### config.mk
export PLATFORM = sky130hd
export DESIGN_NAME = regfile_mp
export DESIGN_NICKNAME = d
export VERILOG_FILES = /design/src/rtl/regfile_mp.sv
export SDC_FILE = /design/constraint.sdc
export NUM_CORES = 2
export LEC_CHECK = 0
export BUFFER_PORTS_ARGS = -buffer_cell sky130_fd_sc_hd__buf_2
export CAP_MARGIN = 20
export CORE_ASPECT_RATIO = 1.75
export CORE_MARGIN = 3
export CORE_UTILIZATION = 50
export DETAILED_ROUTE_END_ITERATION = 12
export PLACE_DENSITY = 0.65
export SYNTH_ARGS = -nofsm -noshare
export SYNTH_HDL_FRONTEND = slang
export SYNTH_SLANG_ARGS = --single-unit
### constraint.sdc
create_clock -name clk -period 3.11 [get_ports clk]
set_input_delay 0.311 -clock clk [delete_from_list [all_inputs] [get_ports clk]]
set_output_delay 0.311 -clock clk [all_outputs]
set_load 0.05 [all_outputs]
### src/rtl/regfile_mp.sv
// Multi-port register file with optional zero entry, write-to-read bypass,
// per-entry pending-write scoreboard and a sequential scrub engine.
module regfile_mp #(
   parameter int unsigned WIDTH    = 32,
   parameter int unsigned DEPTH    = 32,
   parameter int unsigned RD_PORTS = 2,
   parameter bit          ZERO_REG = 1'b1,
   parameter bit          BYPASS   = 1'b1,
   parameter int unsigned AW       = (DEPTH > 1) ? $clog2(DEPTH) : 1
) (
   input  logic                         clk,
   input  logic                         rst,
   input  logic                         wr_ena,
   input  logic [AW-1:0]                wr_addr,
   input  logic [WIDTH-1:0]             wr_data,
   input  logic [RD_PORTS*AW-1:0]       rd_addr,
   output logic [RD_PORTS*WIDTH-1:0]    rd_data,
   output logic [RD_PORTS-1:0]          rd_busy,
   input  logic                         rsv_ena,
   input  logic [AW-1:0]                rsv_addr,
   input  logic                         clr_req,
   output logic                         clr_busy,
   output logic                         clr_done
);

   typedef enum logic [1:0] {S_IDLE, S_CLEAR, S_DONE} state_t;

   state_t           r_state;
   state_t           w_next;
   logic [AW-1:0]    r_cnt;
   logic [WIDTH-1:0] r_mem [DEPTH];
   logic [DEPTH-1:0] r_pend;

   logic             w_idle;
   logic             w_last;
   logic             w_wr_acc;
   logic             w_rsv_acc;
   logic [AW-1:0]    w_ra  [RD_PORTS];
   logic [RD_PORTS-1:0] w_hit;

   function automatic logic f_valid(input logic [AW-1:0] a);
      return (32'(a) < DEPTH) && !(ZERO_REG && (a == '0));
   endfunction

   assign w_idle    = (r_state == S_IDLE);
   assign w_last    = (r_cnt == AW'(DEPTH - 1));
   assign w_wr_acc  = wr_ena  && w_idle && f_valid(wr_addr);
   assign w_rsv_acc = rsv_ena && w_idle && f_valid(rsv_addr);
   assign clr_busy  = !w_idle;
   assign clr_done  = (r_state == S_DONE);

   always_comb begin
      w_next = r_state;
      unique case (r_state)
         S_IDLE:  if (clr_req) w_next = S_CLEAR;
         S_CLEAR: if (w_last)  w_next = S_DONE;
         S_DONE:  w_next = S_IDLE;
         default: w_next = S_IDLE;
      endcase
   end

   always_ff @(posedge clk or negedge rst) begin
      if (!rst) begin
         r_state <= S_IDLE;
         r_cnt   <= '0;
      end else begin
         r_state <= w_next;
         if (r_state == S_IDLE)
            r_cnt <= '0;
         else if ((r_state == S_CLEAR) && !w_last)
            r_cnt <= r_cnt + 1'b1;
      end
   end

   always_ff @(posedge clk or negedge rst) begin
      if (!rst) begin
         for (int unsigned k = 0; k < DEPTH; k++)
            r_mem[k] <= '0;
      end else if (r_state == S_CLEAR) begin
         r_mem[r_cnt] <= '0;
      end else if (w_wr_acc) begin
         r_mem[wr_addr] <= wr_data;
      end
   end

   // Reservation is applied after the write clear so it wins on a same-entry collision.
   always_ff @(posedge clk or negedge rst) begin
      if (!rst) begin
         r_pend <= '0;
      end else if (r_state == S_CLEAR) begin
         r_pend[r_cnt] <= 1'b0;
      end else begin
         if (w_wr_acc)
            r_pend[wr_addr] <= 1'b0;
         if (w_rsv_acc)
            r_pend[rsv_addr] <= 1'b1;
      end
   end

   always_comb begin
      rd_data = '0;
      rd_busy = '0;
      w_hit   = '0;
      for (int unsigned i = 0; i < RD_PORTS; i++) begin
         w_ra[i]  = rd_addr[i*AW +: AW];
         w_hit[i] = BYPASS && w_wr_acc && (wr_addr == w_ra[i]);
         if (w_hit[i])
            rd_data[i*WIDTH +: WIDTH] = wr_data;
         else if (f_valid(w_ra[i]))
            rd_data[i*WIDTH +: WIDTH] = r_mem[w_ra[i]];
         rd_busy[i] = f_valid(w_ra[i]) && r_pend[w_ra[i]] && !w_hit[i];
      end
   end

endmodule

After elaboration in Yosys (flattened, before gate mapping)
Index checks and enable logic that the tools add are counted.
{"block": "word_totals", "regBits": 1063, "input_bits": 57, "out_inout_bits": 68, "wordCells": 136}
{"block": "op_classes", "eq_ne": 7, "n_addsub": 1, "magnitude_cmp": 14, "n_reduce_logical": 32, "mux": 36, "bitwise": 11}
{"operator": "$mux 1024", "n": 2}
{"operator": "$and 1024x1024->1024", "n": 1}
{"operator": "$bwmux 1024", "n": 1}
{"operator": "$not 1024->1024", "n": 1}
{"operator": "$mux 32", "n": 14}
{"operator": "$bmux 32 s5", "n": 2}
{"operator": "$demux 32 s5", "n": 2}
{"operator": "$and 32x32->32", "n": 2}
{"operator": "$not 32->32", "n": 2}
{"operator": "$or 32x32->32", "n": 1}
{"operator": "$lt 5x6->1 const B", "n": 5}
{"operator": "$ge 6x6->1 const B", "n": 4}
{"operator": "$not 5->6", "n": 4}
{"operator": "$logic_not 5->1", "n": 4}
{"operator": "$logic_and 1x1->1", "n": 16}
{"operator": "$demux 1 s5", "n": 3}
{"operator": "$ge 5x1->1 const B", "n": 3}
{"operator": "$lt 6x1->1 const B", "n": 2}
{"operator": "$bmux 1 s5", "n": 2}
{"operator": "$eq 5x5->1", "n": 2}
{"operator": "$mux 5", "n": 2}
{"operator": "$logic_not 1->1", "n": 8}
{"operator": "$add 5x1->5 const B", "n": 1}
{"operator": "$eq 5x5->1 const B", "n": 1}
{"operator": "other kinds (9)", "n": 16}

Longest topological paths before layout
{"block": "logic_depth", "depth_word": 11, "depth_mapped": 10}

Worst setup path after synthesis
OpenSTA, ideal clock, no wires.
{"block": "synth_path", "path_kind": "input port to output port", "start": "input port rd_addr[1]", "end": "output port rd_busy[0]", "slack_ps": 120, "required_time_ps": 2799, "arrival_ps": 2679, "path_stages": 8, "path_cell_list": "buf_2 > buf_2 > buf_2 > buf_2 > buf_2 > mux4_2 > mux2i_1 > nor3_1"}
{"block": "synth_via", "elab_chain_len": 4}
{"item": "from (decl)", "line_no": "16", "source": "input logic [RD_PORTS*AW-1:0] rd_addr,"}
{"item": "$bmux 1 s5 (tied with other cells)", "line_no": "111", "source": "rd_busy[i] = f_valid(w_ra[i]) && r_pend[w_ra[i]] && !w_hit[i];"}
{"item": "$mux 1 (implied by the code) (tied with other cells)", "line_no": "111"}
{"item": "$logic_and 1x1->1 or $logic_not 1->1 (tied branches)", "line_no": "111"}
{"item": "$logic_and 1x1->1 *", "line_no": "111"}
{"item": "to (decl)", "line_no": "18", "source": "output logic [RD_PORTS-1:0] rd_busy,"}
Mark *: on every way between the ends. The rest lies on a longest branch, timed or not. The select of a mux whose other input is x is not followed.

Worst setup path after layout
{"block": "layout_path", "start": "input port rd_addr[8]", "end": "output port rd_data[45]"}
{"block": "layout_via", "elab_chain_len": 6}
{"item": "$not 5->6 (implied by the code)", "line_no": "110", "source": "rd_data[i*WIDTH +: WIDTH] = r_mem[w_ra[i]];"}
{"item": "$bmux 32 s5", "line_no": "110"}
{"item": "$mux 32 (implied by the code) (2 in a row)", "line_no": "110"}
{"item": "$mux 32", "line_no": "109", "source": "else if (f_valid(w_ra[i]))"}
{"item": "$mux 32 *", "line_no": "107", "source": "if (w_hit[i])"}
{"item": "to (decl)", "line_no": "17", "source": "output logic [RD_PORTS*WIDTH-1:0] rd_data,"}
Marked as above.

==> out/qor.txt <==
status = finished, violations left
failing checks = setup timing
Total Wirelength = 230000 um
Critical R2R Launch = r_state[1]
Post-DRT Antenna Nets = 0
CTS tree = built
First-pass DRT Iterations = 6
Crit Path Category = in2out
Clock Path Buffers = 3
PwrDens = 592 mW/mm2
GRT Total Usage = 39.9%
Final Max Slew Viols = 0
drt via density = 7.96
top_reg_cell synth = dfrtp_1
FFs w/ async S/R, synth = 100%
# rows = 160
Clock Sinks = 1063
Reg2Reg Depth = 10
RSZ-0062 raised after global routing = true
Clock Skew = 0.0199 ns
via count = 44300
multi-input combinational cell area = 0.0271 mm2
Final Cycle Share = 102%
Final min period = 3.16 ns
Yosys cell types = 50
Chip Width = 257 um
clk root buf = clkbuf_16
Yosys reg bits = 1063
hold worst-path end = r_pend[6]
Max-Cap Viols = 0
register area = 0.0266 mm2
Syn Area/Cell = 14.0 um2
Area growth syn-to-layout = 17.0%
VDD IR max = 0.000507 V
Synth Instances = 3922
initial antenna violation count = 6
die area = 0.114 mm2
die height = 445 um
first-pass GRT wire length = 328000 um
nets = 4078
Final Cell Area = 0.0643 mm2
deepest level of the CTS H-tree = 3
crit-path max FO = 14
largest net degree at the start of global routing = 112
CTS clk-pin slew, worst paths = 0.07 ns
Worst Tran Pin Value = 1.25 ns
global route total overflow = 0
setup violators final = 19
Data arrival, critical path = 2.85 ns
vias in the first global route = 44700
share of cells above drive strength 1 = 34.0%
post-DP HPWL = 141000 um
Ports = 125
I/O Buffers = 124
Initial DRC Count = 6544
core box area = 0.109 mm2
fillers = 8479
initial core utilization = 50.5%
nature of the critical path startpoint = primary input
hold crit path type = in2reg
Hold Crit Start = rsv_addr[4]
Clock Latency Late Sink = 0.75 ns
sequential share of the synthesized area = 48.4%
CP required = 2.80 ns
RePlAce Congestion = 0.955
Area after DPL = 0.0599 mm2
syn nets = 3984
# DRC = 0
Leakage = 28.5 nW
WL/cell = 41.4 um
Final Hold Violating Endpoints = 0
Post-synth EDFFs = 0
Cell Area, Synth = 0.0550 mm2
CTS buffer count = 97
FF-to-FF End = r_pend[31]
post-route total power = 38.1 mW
final core occ = 59.1%
Yosys warnings = 0
CP endpoint kind = primary output
Rel. slew slack = 16.3%
Fmax = 316 MHz
final worst slack = -0.0538 ns
flop-to-flop setup slack = 0.06 ns
worst hold path depth = 3
[Yosys cell counts (all sizes together), types with 3 or more instances]
| cell type | number | area share [%] |
|---|---|---|
| ha | 5 | 0.11 |
| mux4 | 526 | 22 |
| or2 | 14 | 0.16 |
| nor2 | 83 | 0.57 |
| inv | 5 | 0.034 |
| a211o | 6 | 0.096 |
| nor2b | 58 | 0.66 |
| nand2b | 10 | 0.11 |
| xnor2 | 7 | 0.11 |
| o31ai | 3 | 0.050 |
| nand3b | 10 | 0.14 |
| xor2 | 4 | 0.064 |
| a32o | 60 | 1.1 |
| a21oi | 59 | 0.54 |
| and3 | 3 | 0.034 |
| o22ai | 117 | 1.3 |
| mux2i | 75 | 1.4 |
| buf | 181 | 1.6 |
| nand2 | 26 | 0.18 |
| nand3 | 9 | 0.091 |
| a211oi | 53 | 0.72 |
| mux2 | 22 | 0.45 |
| a22o | 1020 | 16 |
| o21ai | 22 | 0.20 |
| a31oi | 32 | 0.36 |
| o221ai | 6 | 0.096 |
| and2 | 39 | 0.44 |
| or3 | 4 | 0.045 |
| nor4 | 14 | 0.29 |
| nor3 | 21 | 0.25 |
| clkbuf | 348 | 2.4 |
| dfrtp | 1063 | 48 |
| a21o | 4 | 0.055 |
| nor3b | 5 | 0.077 |
[metal layers]
metal	vias to the layer above	wire, um	GRT usage [%]
met5	-	81	0
met4	4	24300	33.1
met3	1070	29900	13.3
met2	3889	101000	58.8
met1	23100	75000	47.6
li1	16200	-	-
[cells in the final DEF (no fill, tap or decap), drive strengths merged, types with 11 or more instances in the layout]
master  netlist  routed
a211oi       53      53
a21oi        59      59
a22o       1020    1020
a31oi        32      32
a32o         60      60
and2         39      39
buf         181     508
bufinv        0      13
clkbuf      348     139
clkinv        0      22
dfrtp      1063    1063
inv           5      11
mux2         22      22
mux2i        75      75
mux4        526     526
nand2        26      26
nor2         83      85
nor2b        58      58
nor3         21      21
nor4         14      14
o21ai        22      22
o22ai       117     117
or2          14      14
[cell type report]
class	count	area share, %
antenna	4	0.0156
clock buffer	134	4.33
clock inverter	46	0.982
inverter	5	0.0292
multi-input combinational	2327	42.2
sequential	1063	41.3
tap	1458	2.84
timing repair buffer	522	8.28
[worst max-delay path by stage]
| stage | startpoint | end | depth (start not counted) | slack, ns |
|---|---|---|---|---|
| after detailed placement | rd_addr[5] | rd_data[47] | 9 | -0.07 |
| after floorplan | rd_addr[1] | rd_busy[0] | 8 | 0.12 |
| after global placement | rd_addr[5] | rd_data[47] | 9 | -0.07 |
| final | rd_addr[8] | rd_data[45] | 8 | -0.05 |
| after global routing | r_state[1] | rd_data[44] | 9 | -0.10 |
| after CTS | r_state[1] | rd_data[40] | 6 | -0.08 |
[logic make-up (layout without fill, tap and decap cells)]
family	after synthesis	in the layout	synth area share, %
AO/OA/AOI/OAI	1382	1382	20.8
XOR/XNOR	11	11	0.175
adder cells (fa/ha/maj)	5	5	0.114
buffers and inverters	534	707	4.02
flip-flops	1063	1063	48.4
multiplexers	623	623	23.4
other	0	4	0
AND/OR/NAND/NOR	304	306	3.17
[power by group]
group,total [mW],internal [mW],switching (mW),leakage (nW)
registers,16.3,15.1,1.17,14.8
clock network,13.3,7.39,5.86,1.68
logic,8.58,3.54,5.04,12.0
total,38.1,26.0,12.1,28.5
[flip-flops by register name (all words and copies together) (netlist names)]
register and flops:
r_pend 32, r_mem 1024, r_cnt 5, r_state 2
[worst max-delay path, cell delays in order]
cell	delay, ns
buf_2	0.34
buf_12	0.26
nand3b_1	0.39
buf_4	0.23
o22ai_1	0.12
nor2_1	0.69
a32o_2	0.35
buf_12	0.14
[timing repair]
action | CTS | global route
gates cloned | 0 | 7
gates resized for setup | 66 | 113
buffers inserted | 2 | 17
pin swaps | 10 | 19
hold buffers | 9 | 0
endpoints found under the hold margin | 48 | 0
endpoints found under the setup margin | 65 | 61
[per-stage QoR]
step                      cells  hold WS, ns  setup TNS (ns)  setup WS (ns)
after floorplan            3922       0.0154               0          0.120
after global placement     5339        0.326         -0.0732        -0.0732
after detailed placement   5339        0.334         -0.0717        -0.0717
after CTS                  5530      0.00210          -0.154        -0.0787
after global routing       5555       0.0444           -2.33         -0.102
final                      5559       0.0282          -0.310        -0.0538
No activity file was read; power rests on OpenSTA's default activity.
